==> src/rtl/si5340_cfg_pkg.sv <==
// Shared definitions for the SI5340 configuration sequencer.
//   state_e      : sequencer FSM states
//   PAGE_REG     : SI5340 page-select register address
//   *_LSB        : bit positions of the page/register/data fields in a ROM word
package si5340_cfg_pkg;

  typedef enum logic [3:0] {
    S_IDLE,
    S_FETCH,
    S_LATCH,
    S_PAGE_TX,
    S_REG_TX,
    S_NEXT,
    S_PAUSE,
    S_DONE,
    S_ERROR
  } state_e;

  localparam logic [7:0] PAGE_REG = 8'h01;

  // ROM word layout: [23:16] page, [15:8] register, [7:0] data
  localparam int unsigned PAGE_LSB = 16;
  localparam int unsigned REG_LSB  = 8;
  localparam int unsigned DATA_LSB = 0;

endpackage

==> src/rtl/si5340_cfg_sequencer_pause_timer.sv <==
// Down-counter for the post-preamble settling pause.
//   clk_i, arstn_i : clock, async active-low reset
//   load_i         : preset the counter to CYCLES
//   count_i        : decrement while high
//   expire_o       : high during the last counting cycle (count_i && cnt == 1), so a
//                    caller that counts from the cycle after load_i sees exactly
//                    CYCLES counting cycles including the expiring one
module cfg_pause_timer #(
  parameter int unsigned CYCLES = 50
) (
  input  logic clk_i,
  input  logic arstn_i,
  input  logic load_i,
  input  logic count_i,
  output logic expire_o
);

  localparam int unsigned CW = (CYCLES < 1) ? 1 : $clog2(CYCLES + 1);

  logic [CW-1:0] cnt_q, cnt_d;

  always_comb begin
    cnt_d = cnt_q;
    if (load_i)                       cnt_d = CW'(CYCLES);
    else if (count_i && cnt_q != '0)  cnt_d = cnt_q - 1'b1;
  end

  always_ff @(posedge clk_i or negedge arstn_i) begin
    if (!arstn_i) cnt_q <= '0;
    else          cnt_q <= cnt_d;
  end

  assign expire_o = count_i && (cnt_q == CW'(1));

endmodule

==> src/rtl/si5340_cfg_sequencer.sv <==
// SI5340 power-up configuration sequencer.
// Walks the external config ROM once per start_i and turns each {page,reg,data} word
// into paged I2C writes through a byte-level I2C master.
//   clk_i, arstn_i         : clock, async active-low reset
//   start_i                : start a full ROM pass (ignored while busy_o)
//   mem_addr_o / mem_data_i: synchronous ROM port (data one cycle after address)
//   tx_valid_o/tx_ready_i  : byte handshake to the I2C master
//   tx_data_o, tx_start_o, tx_stop_o : byte and its START/STOP qualifiers
//   rx_done_i, rx_nack_i   : completion (and ACK status) of the accepted byte
//   busy_o, done_o, error_o: pass status; done/error hold until the next start
module si5340_cfg_sequencer
  import si5340_cfg_pkg::*;
#(
  parameter int unsigned MEM_WIDTH      = 24,
  parameter int unsigned WORD_NUMBER    = 326,
  parameter int unsigned PREAMBLE_WORDS = 3,
  parameter logic [6:0]  SLAVE_ADDR     = 7'h74,
  parameter int unsigned CLK_FREQ       = 125_000_000,
  parameter int unsigned PAUSE_MS       = 300,
  parameter int unsigned MAX_RETRY      = 3
) (
  input  logic                           clk_i,
  input  logic                           arstn_i,
  input  logic                           start_i,
  output logic [$clog2(WORD_NUMBER)-1:0] mem_addr_o,
  input  logic [MEM_WIDTH-1:0]           mem_data_i,
  output logic                           tx_valid_o,
  input  logic                           tx_ready_i,
  output logic [7:0]                     tx_data_o,
  output logic                           tx_start_o,
  output logic                           tx_stop_o,
  input  logic                           rx_done_i,
  input  logic                           rx_nack_i,
  output logic                           busy_o,
  output logic                           done_o,
  output logic                           error_o
);

  localparam int unsigned IW           = $clog2(WORD_NUMBER);
  localparam int unsigned RW           = $clog2(MAX_RETRY + 2);
  localparam int unsigned PAUSE_CYCLES = (CLK_FREQ / 1000) * PAUSE_MS;
  localparam bit          PAUSE_EN     = (PREAMBLE_WORDS != 0) && (PAUSE_CYCLES != 0);
  localparam int unsigned PRE_LAST     = (PREAMBLE_WORDS == 0) ? 0 : PREAMBLE_WORDS - 1;
  localparam logic [7:0]  ADDR_WR      = {SLAVE_ADDR, 1'b0};

  state_e                 state_q, state_d;
  logic [IW-1:0]          index_q, index_d;
  logic [MEM_WIDTH-1:0]   word_q, word_d;
  logic [1:0]             byte_q, byte_d;      // byte position within the 3-byte transaction
  logic                   inflight_q, inflight_d;  // byte accepted, waiting for rx_done_i
  logic [RW-1:0]          retry_q, retry_d;
  logic [RW-1:0]          retry_inc;
  logic [7:0]             page_q, page_d;
  logic                   page_vld_q, page_vld_d;
  logic                   tmr_load, tmr_count, tmr_expire;
  logic                   in_tx;

  wire [7:0] w_page = word_q[PAGE_LSB +: 8];
  wire [7:0] w_reg  = word_q[REG_LSB  +: 8];
  wire [7:0] w_data = word_q[DATA_LSB +: 8];

  cfg_pause_timer #(.CYCLES(PAUSE_CYCLES)) u_pause (
    .clk_i    (clk_i),
    .arstn_i  (arstn_i),
    .load_i   (tmr_load),
    .count_i  (tmr_count),
    .expire_o (tmr_expire)
  );

  assign in_tx      = (state_q == S_PAGE_TX) || (state_q == S_REG_TX);
  assign tx_valid_o = in_tx && !inflight_q;
  assign retry_inc  = retry_q + 1'b1;

  // Byte mux: both transactions are {addr_wr(start), X, Y(stop)}
  always_comb begin
    tx_data_o  = ADDR_WR;
    tx_start_o = 1'b0;
    tx_stop_o  = 1'b0;
    case (byte_q)
      2'd0:    tx_start_o = 1'b1;
      2'd1:    tx_data_o  = (state_q == S_PAGE_TX) ? PAGE_REG : w_reg;
      default: begin
        tx_data_o = (state_q == S_PAGE_TX) ? w_page : w_data;
        tx_stop_o = 1'b1;
      end
    endcase
  end

  always_comb begin
    state_d    = state_q;
    index_d    = index_q;
    word_d     = word_q;
    byte_d     = byte_q;
    inflight_d = inflight_q;
    retry_d    = retry_q;
    page_d     = page_q;
    page_vld_d = page_vld_q;
    tmr_load   = 1'b0;
    tmr_count  = 1'b0;
    case (state_q)
      S_IDLE, S_DONE, S_ERROR: begin
        if (start_i) begin
          state_d    = S_FETCH;
          index_d    = '0;
          // A new pass cannot trust the device's page register.
          page_vld_d = 1'b0;
        end
      end
      S_FETCH: state_d = S_LATCH;
      S_LATCH: begin
        word_d     = mem_data_i;
        retry_d    = '0;
        byte_d     = '0;
        inflight_d = 1'b0;
        state_d    = (page_vld_q && mem_data_i[PAGE_LSB +: 8] == page_q) ? S_REG_TX : S_PAGE_TX;
      end
      S_PAGE_TX, S_REG_TX: begin
        if (!inflight_q) begin
          // rx_done_i here (including same-cycle as accept) belongs to no byte.
          if (tx_ready_i) inflight_d = 1'b1;
        end else if (rx_done_i) begin
          inflight_d = 1'b0;
          if (rx_nack_i) begin
            page_vld_d = 1'b0;
            retry_d    = retry_inc;
            byte_d     = '0;
            state_d    = (retry_inc > RW'(MAX_RETRY)) ? S_ERROR : S_PAGE_TX;
          end else if (byte_q == 2'd2) begin
            byte_d = '0;
            if (state_q == S_PAGE_TX) begin
              page_d     = w_page;
              page_vld_d = 1'b1;
              state_d    = S_REG_TX;
            end else begin
              state_d = S_NEXT;
            end
          end else begin
            byte_d = byte_q + 2'd1;
          end
        end
      end
      S_NEXT: begin
        if (index_q == IW'(WORD_NUMBER - 1)) begin
          state_d = S_DONE;
        end else begin
          index_d = index_q + 1'b1;
          if (PAUSE_EN && index_q == IW'(PRE_LAST)) begin
            state_d  = S_PAUSE;
            tmr_load = 1'b1;
          end else begin
            state_d = S_FETCH;
          end
        end
      end
      S_PAUSE: begin
        tmr_count = 1'b1;
        if (tmr_expire) state_d = S_FETCH;
      end
      default: state_d = S_IDLE;
    endcase
  end

  always_ff @(posedge clk_i or negedge arstn_i) begin
    if (!arstn_i) begin
      state_q    <= S_IDLE;
      index_q    <= '0;
      word_q     <= '0;
      byte_q     <= '0;
      inflight_q <= 1'b0;
      retry_q    <= '0;
      page_q     <= '0;
      page_vld_q <= 1'b0;
    end else begin
      state_q    <= state_d;
      index_q    <= index_d;
      word_q     <= word_d;
      byte_q     <= byte_d;
      inflight_q <= inflight_d;
      retry_q    <= retry_d;
      page_q     <= page_d;
      page_vld_q <= page_vld_d;
    end
  end

  assign mem_addr_o = index_q;
  assign busy_o     = !((state_q == S_IDLE) || (state_q == S_DONE) || (state_q == S_ERROR));
  assign done_o     = (state_q == S_DONE);
  assign error_o    = (state_q == S_ERROR);

endmodule

==> config.mk <==
export PLATFORM = sky130hd
export DESIGN_NAME = si5340_cfg_sequencer
export DESIGN_NICKNAME = d
export VERILOG_FILES = /design/src/rtl/si5340_cfg_pkg.sv /design/src/rtl/si5340_cfg_sequencer_pause_timer.sv /design/src/rtl/si5340_cfg_sequencer.sv
export SDC_FILE = /design/constraint.sdc
export NUM_CORES = 1
export LEC_CHECK = 0
export CAP_MARGIN = 40
export CORE_MARGIN = 5
export CORE_UTILIZATION = 51
export CTS_CLUSTER_SIZE = 12
export DETAILED_ROUTE_END_ITERATION = 8
export GPL_TIMING_DRIVEN = 0
export PLACE_DENSITY_LB_ADDON = 0.15
export SLEW_MARGIN = 20
export SYNTH_ARGS = -nofsm -noshare
export SYNTH_HDL_FRONTEND = slang
export SYNTH_HIERARCHICAL = 1
export SYNTH_SLANG_ARGS = --single-unit
==> constraint.sdc <==
create_clock -name clk_i -period 2.6 [get_ports clk_i]
set_input_delay 0.65 -clock clk_i [delete_from_list [all_inputs] [get_ports clk_i]]
set_output_delay 0.65 -clock clk_i [all_outputs]
set_load 0.05 [all_outputs]
Yosys cells after proc, flatten, opt, wreduce, memory -nomap -nowiden
Index checks and enable logic that the tools add are counted.
W data, S select, Z words.
{ "word_totals": {"register_bits": 78, "input_bits": 30, "out_inout_bits": 23, "elab_cells": 108} }
{ "op_classes": {"n_addsub": 4, "magnitude_cmp": 1, "eq_ne": 22, "muxes": 46, "bitwise": 1, "reduce_logical": 25} }
{ "op_table": {"columns": ["cell", "count"], "rows": [
  ["$mux W26", 2],
  ["$mux W4", 7],
  ["$eq A26 B1 Y1 const B", 1],
  ["$reduce_bool A26 Y1", 1],
  ["$sub A26 B1 Y26 const B", 1],
  ["$pmux W4 S6", 1],
  ["$mux W3", 6],
  ["$mux W9", 2],
  ["$pmux W9 S2", 1],
  ["$eq A4 B3 Y1 const B", 4],
  ["$mux W1", 16],
  ["$mux W8", 2],
  ["$pmux W8 S2", 1],
  ["$ne A2 B2 Y1 const B", 6],
  ["$reduce_and A6 Y1", 2],
  ["$add A9 B1 Y9 const B", 1],
  ["$eq A9 B2 Y1 const B", 1],
  ["$eq A9 B9 Y1 const B", 1],
  ["$eq A4 B2 Y1 const B", 2],
  ["$eq A8 B8 Y1", 1],
  ["$mux W2", 4],
  ["$reduce_bool A2 Y1", 4],
  ["$ne A3 B3 Y1 const B", 2],
  ["$pmux W3 S2", 1],
  ["20 further kinds", 29]
]} }

Depth between registers and ports, before layout
Gate-level depths: netlist (run 1).
{ "logic_depth": {"depth_word": 7, "ltp_mapped": 11, "ltp_nobuf": 10} }

Cells and area by module
Netlist (run 1), hierarchy kept.
{ "by_module_without_submodules": {"columns": ["module", "instances", "cells_each", "area_per_inst_um2", "seq_area_each_um2"], "rows": [
  ["si5340_cfg_sequencer", 1, 287, 2877.8, 1301.2],
  ["cfg_pause_timer", 1, 181, 1745.4, 650.6]
]} }

Least setup slack after synthesis (run 1)
Ideal clock, no wire load.
{ "synth_timing": {"path_type": "register to output", "startpoint": "reg state_q[0]", "endpoint": "out tx_data_o[0]", "t_arrival_ns": 2.284, "t_required_ns": 1.950, "slack_ns": -0.334, "stages_incl_launch_ff": 5, "path_buffers": 1, "cell_sequence": "dfrtp_1 nor4bb_1 clkbuf_1 o21ai_0 o21ai_0"} }
{ "synth_between": {"elab_chain_len": 3, "elab_cells_between_ends": 4, "classes_between": "eq/ne: 1; mux: 3"} }
{ "synth_rtl": {"columns": ["item", "line_no", "source"], "rows": [
  ["start: declaration", "si5340_cfg_sequencer.sv:46", "state_e state_q, state_d;"],
  ["start signal: assignment", "si5340_cfg_sequencer.sv:174", "state_q <= state_d;"],
  ["$eq A4 B2 Y1 (*)", "si5340_cfg_sequencer.sv:81, si5340_cfg_sequencer.sv:83", null],
  ["$mux W8 (on tied branches)", "si5340_cfg_sequencer.sv:83, si5340_cfg_sequencer.sv:81", null],
  ["$pmux W8 S2 (*)", "si5340_cfg_sequencer.sv:79", "case (byte_q)"],
  ["end: declaration", "si5340_cfg_sequencer.sv:29", "output logic [7:0] tx_data_o,"]
]} }
Every way passes the cells marked *; elsewhere a longest branch is shown, timed or not.

Worst setup path after layout (run 1)
{ "layout_timing": {"startpoint": "reg state_q[2]", "endpoint": "out tx_data_o[6]"} }
The elaborated chain is that of the path after synthesis.

==> results of run 1 <==
[layer usage]
metal  GRT usage  wire length, um  up-vias
met2       0.321             5770       99
met3      0.0483              511       11
met1       0.266             5160     1984
met4      0.0457              103        0
li1            -                -     1859
met5           0                0        -
[metrics by stage]
step                      setup WS [ns]  power, mW  instances  setup TNS [ns]
final                           -0.0726       6.92        663          -0.131
after global routing             -0.140       7.35        663           -1.04
after CTS                       -0.0761       6.39        646          -0.336
after detailed placement         -0.570       5.22        629          -13.70
after global placement            -2.22       5.12        628         -163.39
after floorplan                 -0.0782       4.38        468          -0.312
[power by group through the flow]
stage	Combinational, mW	Clock (mW)	Sequential, mW
floorplan	2.33	0	2.05
detailed placement	3.13	0	2.09
global route	4.09	1.07	2.19
CTS	3.28	1.02	2.09
finish	3.80	1.00	2.12
global placement	3.06	0	2.06
[path summary, 6_finish.rpt]
kind                            start            to  depth (start not counted)
min reg2reg                 word_q[1]     word_q[1]                          1
min in group clk_i          word_q[1]     word_q[1]                          1
min                           arstn_i    inflight_q                          1
max in group asynchronous     arstn_i    state_q[3]                          2
max reg2reg                state_q[3]    state_q[1]                         13
max                        state_q[2]  tx_data_o[6]                          8
[registers in the layout (all words and copies together) (netlist names)]
signal,count
page_vld_q,1
inflight_q,1
state_q,4
page_q,8
byte_q,2
mem_addr_o,9
u_pause/cnt_q,26
word_q,24
retry_q,3
[cells by family (layout without fill, tap and decap cells)]
family | Yosys count | count (layout)
buf+inv | 32 | 119
simple gates | 200 | 200
compound gates | 83 | 83
mux | 56 | 56
flops | 78 | 78
xor+xnor | 12 | 12
fa+ha+maj | 7 | 7
[Yosys cell counts, types with 7 or more instances]
library cell  number  share of area
nor2_1            50          0.041
buf_2              8         0.0087
a31oi_1            9          0.012
nor3_1            10          0.011
ha_1               7          0.019
o21ai_0           24          0.026
a211oi_1           8          0.013
dfrtp_1           78           0.42
mux2_2            46           0.11
nand2_1           47          0.038
nand3_1            9         0.0097
clkbuf_1          11         0.0089
inv_1              8         0.0065
mux2i_1            8          0.017
a21oi_1           15          0.016
xor2_1             8          0.015
nor2b_1           22          0.030
[layout make-up]
type                       instances  area (um2)  area share
timing repair buffer              72         698       0.119
clock buffer                      11         131      0.0223
tap                              108         135      0.0229
buffer                            23         174      0.0295
sequential                        78        1960       0.333
clock inverter                     5        83.8      0.0142
inverter                           8        30.0     0.00510
multi-input combinational        358        2680       0.455
[worst register-to-register path, stage by stage, from the launching register on]
cell,delay [ns]
dfrtp_2,0.43
buf_4,0.15
nor2b_4,0.14
nand2_2,0.10
nor2_4,0.13
buf_6,0.10
nor4b_4,0.24
and4_1,0.26
nand4bb_1,0.17
a21oi_2,0.08
a221oi_4,0.27
buf_4,0.19
o21ai_0,0.08
a31oi_1,0.16
[repair_timing]
item	in CTS	in global routing
buffers inserted	2	15
gates resized for setup	87	62
gates cloned	0	2
endpoints found under the setup margin	42	35
pin swaps	0	18
==> metrics.md, run 1 <==
| Metric | Value |
|---|---|
| Vias | 3,953 |
| Crit path cell chain | buf_6, nand4bb_4, buf_8, nand2_1, nand2_1, nor2_1, a31oi_1, buf_4 |
| CP endpoint kind | output pin |
| Final Hold Slack | 0.183 ns |
| Area Growth Syn to Fin | 27.4% |
| Post-DP Area | 0.00531 mm2 |
| Die Width | 105 um |
| Avg Inst Size Synth | 9.88 um2 |
| Vias/cell | 5.96 |
| Crit path time final | 2.67 ns |
| Status | finished, violations left |
| Number of port buffers | 52 |
| Setup ws final | -0.0726 ns |
| Synth Area in Adders | 0.0189 |
| Most frequent cells in the layout | dfrtp_1 (73), mux2_2 (46), nor2_1 (45) |
| Slowest stage cell, crit path | dfrtp_2 |
| H-tree lvl count | 3 |
| Post-synth EDFFs | 0 |
| CP bufs+invs | 3 |
| Gr ovfl total | 0 |
| Post-synthesis simple-gate area fraction | 0.247 |
| Synth Area in Compound Gates | 0.119 |
| Syn nets | 505 |
| XOR/XNOR share of the synthesized area | 0.0227 |
| Largest net degree at the start of global routing | 58 |
| Fmax | 0.374 GHz |
| Clk pwr share | 0.145 |
| Starting Density | 0.528 |
| WL per Instance | 17.4 um |
| First-pass GRT wire length | 18,300 um |
| CP delay by family, top | buffers and inverters |
| Max Clock Skew | 0.0116 ns |
| Core area | 0.00876 mm2 |
| Deepest clock path buffer count | 2 |
| Clock transition at path regs | 0.08 ns |
| Post-synth ARST share | 1.00 |
| Root Buffer | clkbuf_8 |
| Row Count | 34 |
| # hold bufs at CTS | 0 |
| Post-synthesis mux area share | 0.136 |
| Final Setup Violations | 5 |
| Vias in the first global route | 3,843 |
| Final Hold Vio Count | 0 |
| CTS Sinks | 78 |
| Die Span Y | 105 um |
| Drt total wl | 11,500 um |
| Drt drc | 0 |
| Worst-Skew Late Latency | 0.35 ns |
| Final design utilization | 0.672 |
| R2R setup slack | 0.04 ns |
| Fillers | 701 |
| Worst slew pin tran | 0.689 ns |
| Flop pwr share | 0.307 |
| Initial antenna violation count | 0 |
| Antenna Cells | 0 |
| Placer Congestion | 0.918 |
| Slew headroom | 0.539 |
| Psw | 2.94 mW |
| Yosys warnings | 6 |
| Count of routing violations after the opening detailed-route iteration | 196 |
| Max-cap violations | 0 |
| Largest family of logic cells by synthesized area | simple AND/OR/NAND/NOR gates |
| Slowest stage delay, CP | 0.47 ns |
| Max-slew violation count | 0 |
| Cts bufs inserted | 9 |
| Gate power share | 0.549 |
| Most common cell after layout, fill and taps aside | dfrtp_1 |
| Crit Path Category | reg -> out |
| Post-detail-place hpwl | 7750 um |
| Worst setup SP type | flip-flop |
| Power per cell area | 1180 mW/mm2 |
| Worst vdd ir | 0.000565 V |
| Req. time, crit path | 1.95 ns |
| Pre-antenna DRT Iters | 4 |
| Failing checks | setup timing |
| Net Sw Frac | 0.424 |
| Layout cells sized above 1 | 0.297 |
| # nets final | 587 |
| CP most frequent cell | nand2_1 |
| I/O pin count | 53 |
| Routed Antenna Nets | 0 |
| Synth Register Bits | 78 |
| Max FO, Critical Path | 10 |
| Distinct cell type count after synthesis | 62 |
| Period utilization | 1.03 |
| Area of the die | 0.0111 mm2 |
| Cell area after layout | 0.00589 mm2 |
| RSZ-0062 raised after global routing | yes |
| Total Routing Usage GR | 0.197 |
| Lkg Pwr | 2.52 nW |
| Worst hold path class | in -> async |
| CP Data Arrival Time | 2.02 ns |
| Pint | 3.98 mW |
| Sequential share of the synthesized area | 0.422 |
| CTS tree | yes |
| Dominant synthesized flop cell | dfrtp_1 |
| Post-Synthesis Cells | 468 |
| Synth Cell Area | 0.00462 mm2 |
Power figures use the tool's default switching activity.
==> run 2, diff against run 1 <==
--- a/config.mk
+++ b/config.mk
@@ -5,6 +5,7 @@
 export SDC_FILE = /design/constraint.sdc
 export NUM_CORES = 1
 export LEC_CHECK = 0
+export ABC_CLOCK_PERIOD_IN_PS = 2600
 export CAP_MARGIN = 40
 export CORE_MARGIN = 5
 export CORE_UTILIZATION = 51
@@ -12,7 +13,7 @@
 export DETAILED_ROUTE_END_ITERATION = 8
 export GPL_TIMING_DRIVEN = 0
 export PLACE_DENSITY_LB_ADDON = 0.15
-export SLEW_MARGIN = 20
+export SLEW_MARGIN = 40
 export SYNTH_ARGS = -nofsm -noshare
 export SYNTH_HDL_FRONTEND = slang
 export SYNTH_HIERARCHICAL = 1
==> run 2 against run 1 <==
Net effect:
- the flow still finishes with violations (setup timing)
- via count about the same
- routed wire length decreased by 0.64%
- fmax increased by 0.32%
- combinational power decreased by 2%
- total power decreased by 2.2%
- hold slack got worse by 0.061 ns
- critical endpoint is now tx_data_o[0]
- largest cell class unchanged
- highest routed layer unchanged
==> metrics.md, run 2 (synthesized netlist as in run 1, its figures left out) <==
| Metric | Value |
|---|---|
| Status | finished, violations left |
| Failing checks | setup timing |
| Drt drc | 0 |
| Vias | 3,952 |
| Met2 global-route usage | 0.323 |
| Total Routing Usage GR | 0.203 |
| H-tree lvl count | 3 |
| Placement Setup Slack | -0.535 ns |
| Vias in the first global route | 3,859 |
| Crit Path Category | reg -> out |
| Clk pwr share | 0.135 |
| Setup ws final | -0.0639 ns |
| Max-slew violation count | 0 |
| CTS tree | yes |
| Crit path cell chain | buf_6, nor4bb_4, buf_4, buf_8, nand2_4, nand2_2, nand2_2, o21ai_2, buf_6 |
| Flop pwr share | 0.316 |
| Worst hold path class | in -> async |
| Area Growth Syn to Fin | 26.5% |
| GRT busiest layer | met2 |
| Slowest stage delay, CP | 0.46 ns |
| Net Sw Frac | 0.434 |
| Worst-Skew Late Latency | 0.35 ns |
| Final Hold Vio Count | 0 |
| Slowest stage cell, crit path | dfrtp_2 |
| Worst setup SP type | flip-flop |
| Count of routing violations after the opening detailed-route iteration | 225 |
| # nets final | 583 |
| WL per Instance | 17.4 um |
| Die Width | 105 um |
| I/O pin count | 53 |
| CTS Sinks | 78 |
| Worst slew pin tran | 0.719 ns |
| CP Data Arrival Time | 2.01 ns |
| Routed Antenna Nets | 0 |
| Power per cell area | 1160 mW/mm2 |
| Root Buffer | clkbuf_8 |
| Clock transition at path regs | 0.09 ns |
| Core area | 0.00876 mm2 |
| Antenna Cells | 0 |
| # hold bufs at CTS | 0 |
| Max-cap violations | 0 |
| Crit path time final | 2.66 ns |
| CP bufs+invs | 4 |
| Gr ovfl total | 0 |
| Lkg Pwr | 2.51 nW |
| Max reg flops | 26 |
| Post-DP Area | 0.00531 mm2 |
| Cell area after layout | 0.00585 mm2 |
| First-pass GRT wire length | 18,800 um |
| Final Hold Slack | 0.122 ns |
| Slew headroom | 0.519 |
| Period utilization | 1.02 |
| Placer Congestion | 0.918 |
| Number of port buffers | 52 |
| CP endpoint kind | output pin |
| Max FO, Critical Path | 6 |
| Area of the die | 0.0111 mm2 |
| Most frequent cells in the layout | dfrtp_1 (74), nor2_1 (48), mux2_2 (46) |
| Largest net degree at the start of global routing | 61 |
| GRT met3 Usage | 0.0428 |
| Finished Layout Cells | 659 |
| Psw | 2.93 mW |
| Final Setup Violations | 9 |
| Initial antenna violation count | 0 |
| Vias/cell | 6.00 |
| Register area | 0.00196 mm2 |
| Drt total wl | 11,500 um |
| Met1 Use GR | 0.286 |
| Pre-antenna DRT Iters | 5 |
| Row Count | 34 |
| Power after layout | 6.77 mW |
| Multi-input gate area | 0.00268 mm2 |
| Pint | 3.83 mW |
| Most flops, register | u_pause/cnt_q |
| Layout cells sized above 1 | 0.287 |
| # placed instances | 629 |
| Max Clock Skew | 0.00795 ns |
| Gate power share | 0.549 |
| CP delay by family, top | buffers and inverters |
| Starting Density | 0.528 |
| Die Span Y | 105 um |
| Fmax | 0.375 GHz |
| Req. time, crit path | 1.95 ns |
| Most common cell after layout, fill and taps aside | dfrtp_1 |
| Fillers | 735 |
| RSZ-0062 raised after global routing | yes |
| Worst vdd ir | 0.000540 V |
| Cts bufs inserted | 9 |
| Deepest clock path buffer count | 2 |
| Post-detail-place hpwl | 7740 um |
==> run 2: metrics by stage <==
step	utilization	TNS, ns
final	0.667	-0.461
after detailed placement	0.606	-12.92
after floorplan	-	-0.312
after global routing	0.667	-1.43
after global placement	0.603	-163.39
after CTS	0.651	-0.223
==> run 2: final cells by class <==
class | count | share of cell area
buffer | 23 | 0.0306
multi-input combinational | 358 | 0.459
clock buffer | 11 | 0.0225
clock inverter | 5 | 0.0103
inverter | 8 | 0.00514
timing repair buffer | 68 | 0.115
tap | 108 | 0.0231
sequential | 78 | 0.335
==> run 2: repair_timing <==
action,in CTS,in global routing
setup endpoints to repair,42,36
pin swaps,7,18
gates resized for setup,103,39
setup buffers,9,5
cloned,1,0
==> run 2: power groups by stage <==
stage	clock network (mW)	registers (mW)	logic [mW]
after global routing	0.983	2.20	4.02
after CTS	0.932	2.09	3.45
after floorplan	0	2.05	2.33
after detailed placement	0	2.09	3.13
final	0.913	2.14	3.71
after global placement	0	2.06	3.06
==> run 2: path summary, 6_finish.rpt <==
path	slack (ns)	endpoint	depth (start not counted)	startpoint
setup reg to reg	0.11	state_q[2]	7	u_pause/cnt_q[19]
max in group asynchronous	1.91	state_q[3]	2	arstn_i
min in group clk_i	0.51	word_q[4]	1	word_q[4]
hold / removal	0.12	inflight_q	1	arstn_i
setup / recovery	-0.06	tx_data_o[0]	9	state_q[2]
hold reg to reg	0.51	word_q[4]	1	word_q[4]
==> run 2: layer usage <==
layer,part of all wire,wire length (um),up-vias
li1,-,-,1848
met1,0.44,5100,1972
met2,0.50,5700,119
met3,0.049,558,13
met4,0.0098,113,0
met5,0,0,-
